### src/rtl/cnt_sched_pkg.sv
// cnt_sched_pkg: shared types, default sizes and arbitration helpers for the
// shared-counter scheduler (cnt_sched, cnt_sched_rr_arb).
// The CNT_SCHED_FIXED_PRIO_EN build uses fixed_pick; the default build uses rr_pick.
package cnt_sched_pkg;

    localparam int NREQ_DEF = 4;
    localparam int CW_DEF   = 4;
    // Widest requester vector the helper functions accept
    localparam int NREQ_MAX = 8;

    // Scheduler states; the fourth code is illegal and recovers to IDLE
    typedef enum logic [1:0] {
        ST_IDLE = 2'b00,
        ST_RUN  = 2'b01,
        ST_DONE = 2'b10
    } state_t;

    // Rotating priority: search upward from (ptr+1) mod nreq with wrap and
    // return the first requesting index (0 when nothing is requesting).
    function automatic int rr_pick(input logic [NREQ_MAX-1:0] req_vec,
                                   input int ptr, input int nreq);
        int   res;
        int   idx;
        logic found;
        res   = 0;
        idx   = 0;
        found = 1'b0;
        for (int k = 1; k <= NREQ_MAX; k++) begin
            if (k <= nreq) begin
                idx = (ptr + k) % nreq;
                if (!found && req_vec[idx]) begin
                    res   = idx;
                    found = 1'b1;
                end
            end
        end
        return res;
    endfunction

    // Fixed priority: lowest requesting index (0 when nothing is requesting)
    function automatic int fixed_pick(input logic [NREQ_MAX-1:0] req_vec,
                                      input int nreq);
        int res;
        res = 0;
        for (int k = NREQ_MAX - 1; k >= 0; k--) begin
            if (k < nreq && req_vec[k]) begin
                res = k;
            end
        end
        return res;
    endfunction

endpackage

### src/rtl/cnt_sched_rr_arb.sv
// cnt_sched_rr_arb: combinational round-robin winner select plus the
// last-served pointer register. Not instantiated when the scheduler is built
// with CNT_SCHED_FIXED_PRIO_EN (fixed priority, pointer unused).
module cnt_sched_rr_arb
    import cnt_sched_pkg::*;
#(
    parameter int NREQ = NREQ_DEF,
    parameter int IW   = $clog2(NREQ)
) (
    input  logic            clk_i,
    input  logic            rst_ni,
    input  logic [NREQ-1:0] req_i,
    input  logic            ptr_ld_i,
    input  logic [IW-1:0]   ptr_val_i,
    output logic [IW-1:0]   win_o
);

    logic [IW-1:0]       ptr_q;
    logic [IW-1:0]       ptr_d;
    logic [NREQ_MAX-1:0] req_ext;

    // Pointer moves to the last served requester on completion or abort
    always_comb begin
        ptr_d = ptr_q;
        if (ptr_ld_i) begin
            ptr_d = ptr_val_i;
        end
    end

    // Pointer register; reset to NREQ-1 so requester 0 is searched first
    always_ff @(posedge clk_i or negedge rst_ni) begin
        if (!rst_ni) begin
            ptr_q <= IW'(NREQ - 1);
        end else begin
            ptr_q <= ptr_d;
        end
    end

    // Zero-extend requests to the helper function's fixed width
    always_comb begin
        req_ext            = '0;
        req_ext[NREQ-1:0]  = req_i;
    end

    assign win_o = IW'(rr_pick(req_ext, int'(ptr_q), NREQ));

endmodule

### src/rtl/cnt_sched.sv
// cnt_sched: shares one up-counter among NREQ requesters. A granted requester
// gets the counter run from 0 to its latched target, then a one-cycle done
// pulse. Dropping req mid-run aborts without done.
// Build option CNT_SCHED_FIXED_PRIO_EN: fixed priority (lowest index wins)
// instead of round-robin; everything else is identical.
module cnt_sched
    import cnt_sched_pkg::*;
#(
    parameter int NREQ = NREQ_DEF,
    parameter int CW   = CW_DEF
) (
    input  logic               clk,
    input  logic               reset,
    input  logic [NREQ-1:0]    req,
    input  logic [NREQ*CW-1:0] tgt,
    output logic [NREQ-1:0]    gnt,
    output logic               busy,
    output logic [CW-1:0]      cnt,
    output logic               hit,
    output logic [NREQ-1:0]    done
);

    localparam int IW = $clog2(NREQ);

    state_t          state_q, state_d;
    logic [NREQ-1:0] gnt_q, gnt_d;
    logic [NREQ-1:0] done_q, done_d;
    logic [CW-1:0]   cnt_q, cnt_d;
    logic [CW-1:0]   tgt_q, tgt_d;
    logic [IW-1:0]   win_q, win_d;
    logic [IW-1:0]   pick;
    logic            any_req;
    logic            win_req;
    logic            hit_w;
    logic            ptr_ld;
    logic [CW-1:0]   tgt_arr [NREQ];

    // Unpack the flat target bus into per-requester slices
    generate
        for (genvar gi = 0; gi < NREQ; gi++) begin : g_tgt
            assign tgt_arr[gi] = tgt[gi*CW +: CW];
        end
    endgenerate

`ifdef CNT_SCHED_FIXED_PRIO_EN
    // Fixed priority: lowest requesting index always wins
    always_comb begin
        logic [NREQ_MAX-1:0] req_ext;
        req_ext           = '0;
        req_ext[NREQ-1:0] = req;
        pick              = IW'(fixed_pick(req_ext, NREQ));
    end
`else
    cnt_sched_rr_arb #(
        .NREQ (NREQ),
        .IW   (IW)
    ) u_arb (
        .clk_i     (clk),
        .rst_ni    (reset),
        .req_i     (req),
        .ptr_ld_i  (ptr_ld),
        .ptr_val_i (win_q),
        .win_o     (pick)
    );
`endif

    assign any_req = |req;
    assign win_req = req[win_q];
    // Depends on registers only, so it is safe as an observation point
    assign hit_w   = (state_q == ST_RUN) && (cnt_q == tgt_q);

    // Next-state and datapath control for IDLE/RUN/DONE
    always_comb begin
        state_d = state_q;
        gnt_d   = gnt_q;
        done_d  = '0;
        cnt_d   = cnt_q;
        tgt_d   = tgt_q;
        win_d   = win_q;
        ptr_ld  = 1'b0;
        case (state_q)
            ST_IDLE: begin
                gnt_d = '0;
                cnt_d = '0;
                if (any_req) begin
                    state_d = ST_RUN;
                    win_d   = pick;
                    gnt_d   = NREQ'(1) << pick;
                    tgt_d   = tgt_arr[pick];
                end
            end
            ST_RUN: begin
                if (!win_req) begin
                    // A dropped request beats a simultaneous hit
                    state_d = ST_IDLE;
                    gnt_d   = '0;
                    cnt_d   = '0;
                    ptr_ld  = 1'b1;
                end else if (hit_w) begin
                    state_d = ST_DONE;
                    gnt_d   = '0;
                    done_d  = gnt_q;
                end else begin
                    cnt_d = cnt_q + CW'(1);
                end
            end
            ST_DONE: begin
                state_d = ST_IDLE;
                gnt_d   = '0;
                cnt_d   = '0;
                ptr_ld  = 1'b1;
            end
            default: begin
                state_d = ST_IDLE;
                gnt_d   = '0;
                cnt_d   = '0;
            end
        endcase
    end

    // State and output registers, cleared asynchronously
    always_ff @(posedge clk or negedge reset) begin
        if (!reset) begin
            state_q <= ST_IDLE;
            gnt_q   <= '0;
            done_q  <= '0;
            cnt_q   <= '0;
            tgt_q   <= '0;
            win_q   <= '0;
        end else begin
            state_q <= state_d;
            gnt_q   <= gnt_d;
            done_q  <= done_d;
            cnt_q   <= cnt_d;
            tgt_q   <= tgt_d;
            win_q   <= win_d;
        end
    end

    assign gnt  = gnt_q;
    assign done = done_q;
    assign cnt  = cnt_q;
    assign hit  = hit_w;
    assign busy = (state_q == ST_RUN) || (state_q == ST_DONE);

    // Structural invariants of the scheduler outputs
    a_gnt_onehot0: assert property (@(posedge clk) disable iff (!reset)
        $onehot0(gnt_q));
    a_done_in_done: assert property (@(posedge clk) disable iff (!reset)
        (done_q != '0) |-> (state_q == ST_DONE));
    a_cnt_bounded: assert property (@(posedge clk) disable iff (!reset)
        (state_q != ST_IDLE) |-> (cnt_q <= tgt_q));

endmodule

### config.mk
export PLATFORM = sky130hd
export DESIGN_NAME = cnt_sched
export DESIGN_NICKNAME = d
export VERILOG_FILES = /design/src/rtl/cnt_sched_pkg.sv /design/src/rtl/cnt_sched_rr_arb.sv /design/src/rtl/cnt_sched.sv
export SDC_FILE = /design/constraint.sdc
export NUM_CORES = 1
export LEC_CHECK = 0
export ABC_AREA = 1
export BUFFER_PORTS_ARGS = -buffer_cell sky130_fd_sc_hd__buf_2
export CAP_MARGIN = 20
export CELL_PAD_IN_SITES_DETAIL_PLACEMENT = 0
export CELL_PAD_IN_SITES_GLOBAL_PLACEMENT = 2
export CORE_ASPECT_RATIO = 0.9
export CORE_MARGIN = 2
export CORE_UTILIZATION = 25
export CTS_BUF_LIST = sky130_fd_sc_hd__clkbuf_2
export DETAILED_ROUTE_END_ITERATION = 10
export PLACE_DENSITY = 0.75
export SLEW_MARGIN = 40
export SYNTH_ARGS = -nofsm -noshare
export SYNTH_HDL_FRONTEND = slang
export SYNTH_SLANG_ARGS = --single-unit
### constraint.sdc
create_clock -name clk -period 2.6 [get_ports clk]
set_clock_uncertainty 0.1 [all_clocks]
set_input_delay 0.78 -clock clk [delete_from_list [all_inputs] [get_ports clk]]
set_output_delay 0.78 -clock clk [all_outputs]
set_load 0.1 [all_outputs]
==> impl_metrics.py <==
metrics = {
    "global_route": {
        "antenna_found_initial": 0,
        "grt_usage_pct": 10.9,
        "grt_pass1_vias": 1317,
        "grt_first_pass_wirelength_um": 5980,
        "overflow": 0,
        "grt_max_degree": 23,
    },
    "power": {
        "p_int_mw": 1.11,
        "swShare_pct": 55.4,
        "seqPwrFrac_pct": 22.4,
        "p_leak_nw": 1.05,
        "power.density_nw_per_um2": 1300,
        "power.switching_mw": 1.37,
        "ir_worst_vdd_mv": 0.259,
        "combPwrFrac_pct": 68.0,
        "clock_power_share_pct": 9.7,
    },
    "synth": {
        "muxShareOfSynthArea_pct": 0,
        "synth_edf_count": 0,
        "ys_warn_count": 0,
        "synth_area_per_cell_um2": 7.27,
        "synth_top_flop_cell": "dfrtp_1",
        "syn_inst": 208,
        "synth-compound-area-share_pct": 8.28,
        "synth_top_area_share_pct": 33.1,
        "ys_ff_latch": 22,
        "yosys.area_share.simple_pct": 38.3,
        "synth_area_leaders": "dfrtp_1 (33%), nand2_1 (13%), inv_1 (8.7%)",
        "synth-async-reset-ratio_pct": 100,
        "synth_area_leader_cell": "dfrtp_1",
        "synth_seq_area_share_pct": 36.6,
        "synth_top_family_by_area": "simple AND/OR/NAND/NOR gates",
        "synth_fa_ha_area_share_pct": 3.31,
        "synth_cell_types": 25,
        "synth_area_um2": 1510,
        "synth_fp_nets": 234,
        "synth.most_common_cell": "nand2_1",
        "synth_xor_area_share_pct": 2.32,
        "synth_commonest_cells": "nand2_1 (53), inv_1 (35), nand3_1 (23), dfrtp_1 (20), nand2_2 (15)",
    },
    "drt": {
        "drt_iter0_markers": 42,
        "routed_via_density": 4.23,
        "drc": 0,
        "wl_per_cell_um": 10.6,
        "final_antenna_net_count": 0,
        "wl_um": 3420,
        "drt_pre_antenna_iters": 4,
        "vias": 1365,
    },
    "setup_path": {
        "crit_start": "state_q[1]",
        "cp.required_ns": 1.72,
        "slowest_delay_ns": 0.44,
        "critPathMaxFanout": 3,
        "rr_startpoint": "u_arb.ptr_q[0]",
        "start_kind": "flop",
        "cp_slowest_cell": "dfrtp_1",
        "crit_family": "simple AND/OR/NAND/NOR gates",
        "cp-end-kind": "output pin",
        "worstPathArrival_ns": 1.64,
        "path_buf_inv": 2,
        "crit_chain": "inv_2, ha_4, nand2_1, nor2_1, nand2_1, nor3_4, buf_12",
        "crit_type": "reg2out",
        "cpMostUsedCell": "nand2_1",
    },
    "floorplanning": {
        "core-area_um2": 5760,
        "die_width_um": 86.0,
        "fp.dieH_um": 77.8,
        "fp-row-count": 26,
        "initial_utilization_pct": 26.2,
        "ios": 36,
        "die_area_um2": 6680,
    },
    "clocking": {
        "cts_tree": "built",
        "cts_sinks": 22,
        "cts_hold_buf": 0,
        "clk_path_buf_depth": 2,
        "root_buffer": "clkbuf_2",
        "ctsHtreeMaxLevel": 1,
        "cts_inserted_buffers": 3,
        "clkTransAtPathRegs_ns": 0.22,
        "clk_latency_ns": 0.33,
    },
    "sta": {
        "rsz0062_at_grt": "yes",
        "max_freq_mhz": 396,
        "setup_viol": 0,
        "setup-tns-final_ns": 0,
        "maxSlewHeadroom_pct": 67.7,
        "hold_violations": 0,
        "worst_slack_ns": 0.0767,
        "min_period_ns": 2.52,
        "fin_crit_sh_pct": 97.1,
        "drv_slew": 0,
        "worstMarginPinSlew_ns": 0.484,
    },
    "place": {
        "dp_hpwl_um": 2760,
        "dp_worst_setup_slack_ns": 0.225,
        "gp_congestion": 0.731,
        "io_buffers": 35,
    },
    "cells_and_area": {
        "areaGrowthSynthToFinish_pct": 25.9,
        "nFillCells": 638,
        "diodes": 0,
        "nets": 280,
        "drive_above_1_share_pct": 34.0,
    },
    "flow_run": {
        "cap_violations": 0,
    },
    "min_path": {
        "worstHoldPathType": "in2async",
    },
    "run_status": {
        "status": "completed",
    },
}
what timing repair did:
| item | 4_1_cts | 5_1_grt |
|---|---|---|
| buffers inserted | 0 | 4 |
| resized for setup | 0 | 3 |
| pin swaps | 1 | 3 |
| setup endpoints to repair | 1 | 1 |
cells by family after synthesis:
kind of cell             after synthesis
AND/OR/NAND/NOR                      115
buffers and inverters                 41
AO/OA/AOI/OAI                         22
flip-flops                            22
XOR/XNOR                               4
adder cells (fa/ha/maj)                4
metrics by stage:
stage,total power [mW],std cells,hold WS [ns],util (%),area [µm²]
6_report,2.48,323,0.264,33.1,1900
5_1_grt,2.73,323,0.276,33.1,1900
4_1_cts,2.48,319,0.263,32.3,1860
3_5_place_dp,2.23,315,0.377,31.5,1820
3_3_place_gp,2.24,315,0.376,31.5,1820
2_1_floorplan,1.91,208,0.349,-,1530
cell usage in the layout (no fill, tap or decap), types with 5 or more instances in the layout:
master / netlist / final
dfrtp_1: 20 / 16
buf_2: 0 / 34
inv_1: 35 / 33
nand2_4: 5 / 5
nor2_1: 11 / 11
buf_4: 0 / 8
nand2_2: 15 / 15
inv_2: 4 / 6
nand2_1: 53 / 53
o21ai_0: 13 / 13
nand3_1: 23 / 23
o22ai_1: 5 / 5
registers in the layout, summed over array words and instances (netlist names):
| name | count |
|---|---|
| cnt | 4 |
| done | 4 |
| gnt | 4 |
| tgt_q | 4 |
| state_q | 2 |
| u_arb.ptr_q | 2 |
| win_q | 2 |
layer usage:
layer / share of wire (%) / track usage [%] / vias to the layer above / wire, µm
met2: 43 / 16.9 / 24 / 1480
met5: 0 / 0 / - / 0
met4: 0.61 / 2.86 / 0 / 21
met1: 53 / 16.1 / 603 / 1810
li1: - / - / 736 / -
met3: 3.3 / 0.957 / 2 / 112
cell type report:
type / count / area (µm²) / area share (%)
clock buffers: 3 / 15.0 / 0.789
clock inverters: 1 / 30.0 / 1.58
inverters: 39 / 146 / 7.69
multi-input cells: 145 / 813 / 42.7
flip-flops and latches: 22 / 561 / 29.5
well taps: 70 / 87.6 / 4.60
repair buffers: 43 / 250 / 13.1
power groups by stage:
stage / registers, mW / clock network (mW) / logic (mW)
floorplan: 0.707 / 0 / 1.20
global placement: 0.563 / 0 / 1.68
detailed placement: 0.561 / 0 / 1.67
CTS: 0.555 / 0.247 / 1.67
global route: 0.571 / 0.256 / 1.91
finish: 0.556 / 0.239 / 1.69
final timing paths:
kind	endpoint	slack [ns]	depth (start not counted)
setup / recovery	hit	0.08	7
hold reg to reg	tgt_q[1]	0.41	2
min in group clk	tgt_q[1]	0.41	2
setup reg to reg	tgt_q[3]	0.42	13
max in group asynchronous	u_arb.ptr_q[1]	1.78	1
hold / removal	cnt[0]	0.26	1
Note: power is estimated with default switching activity, not from simulation.
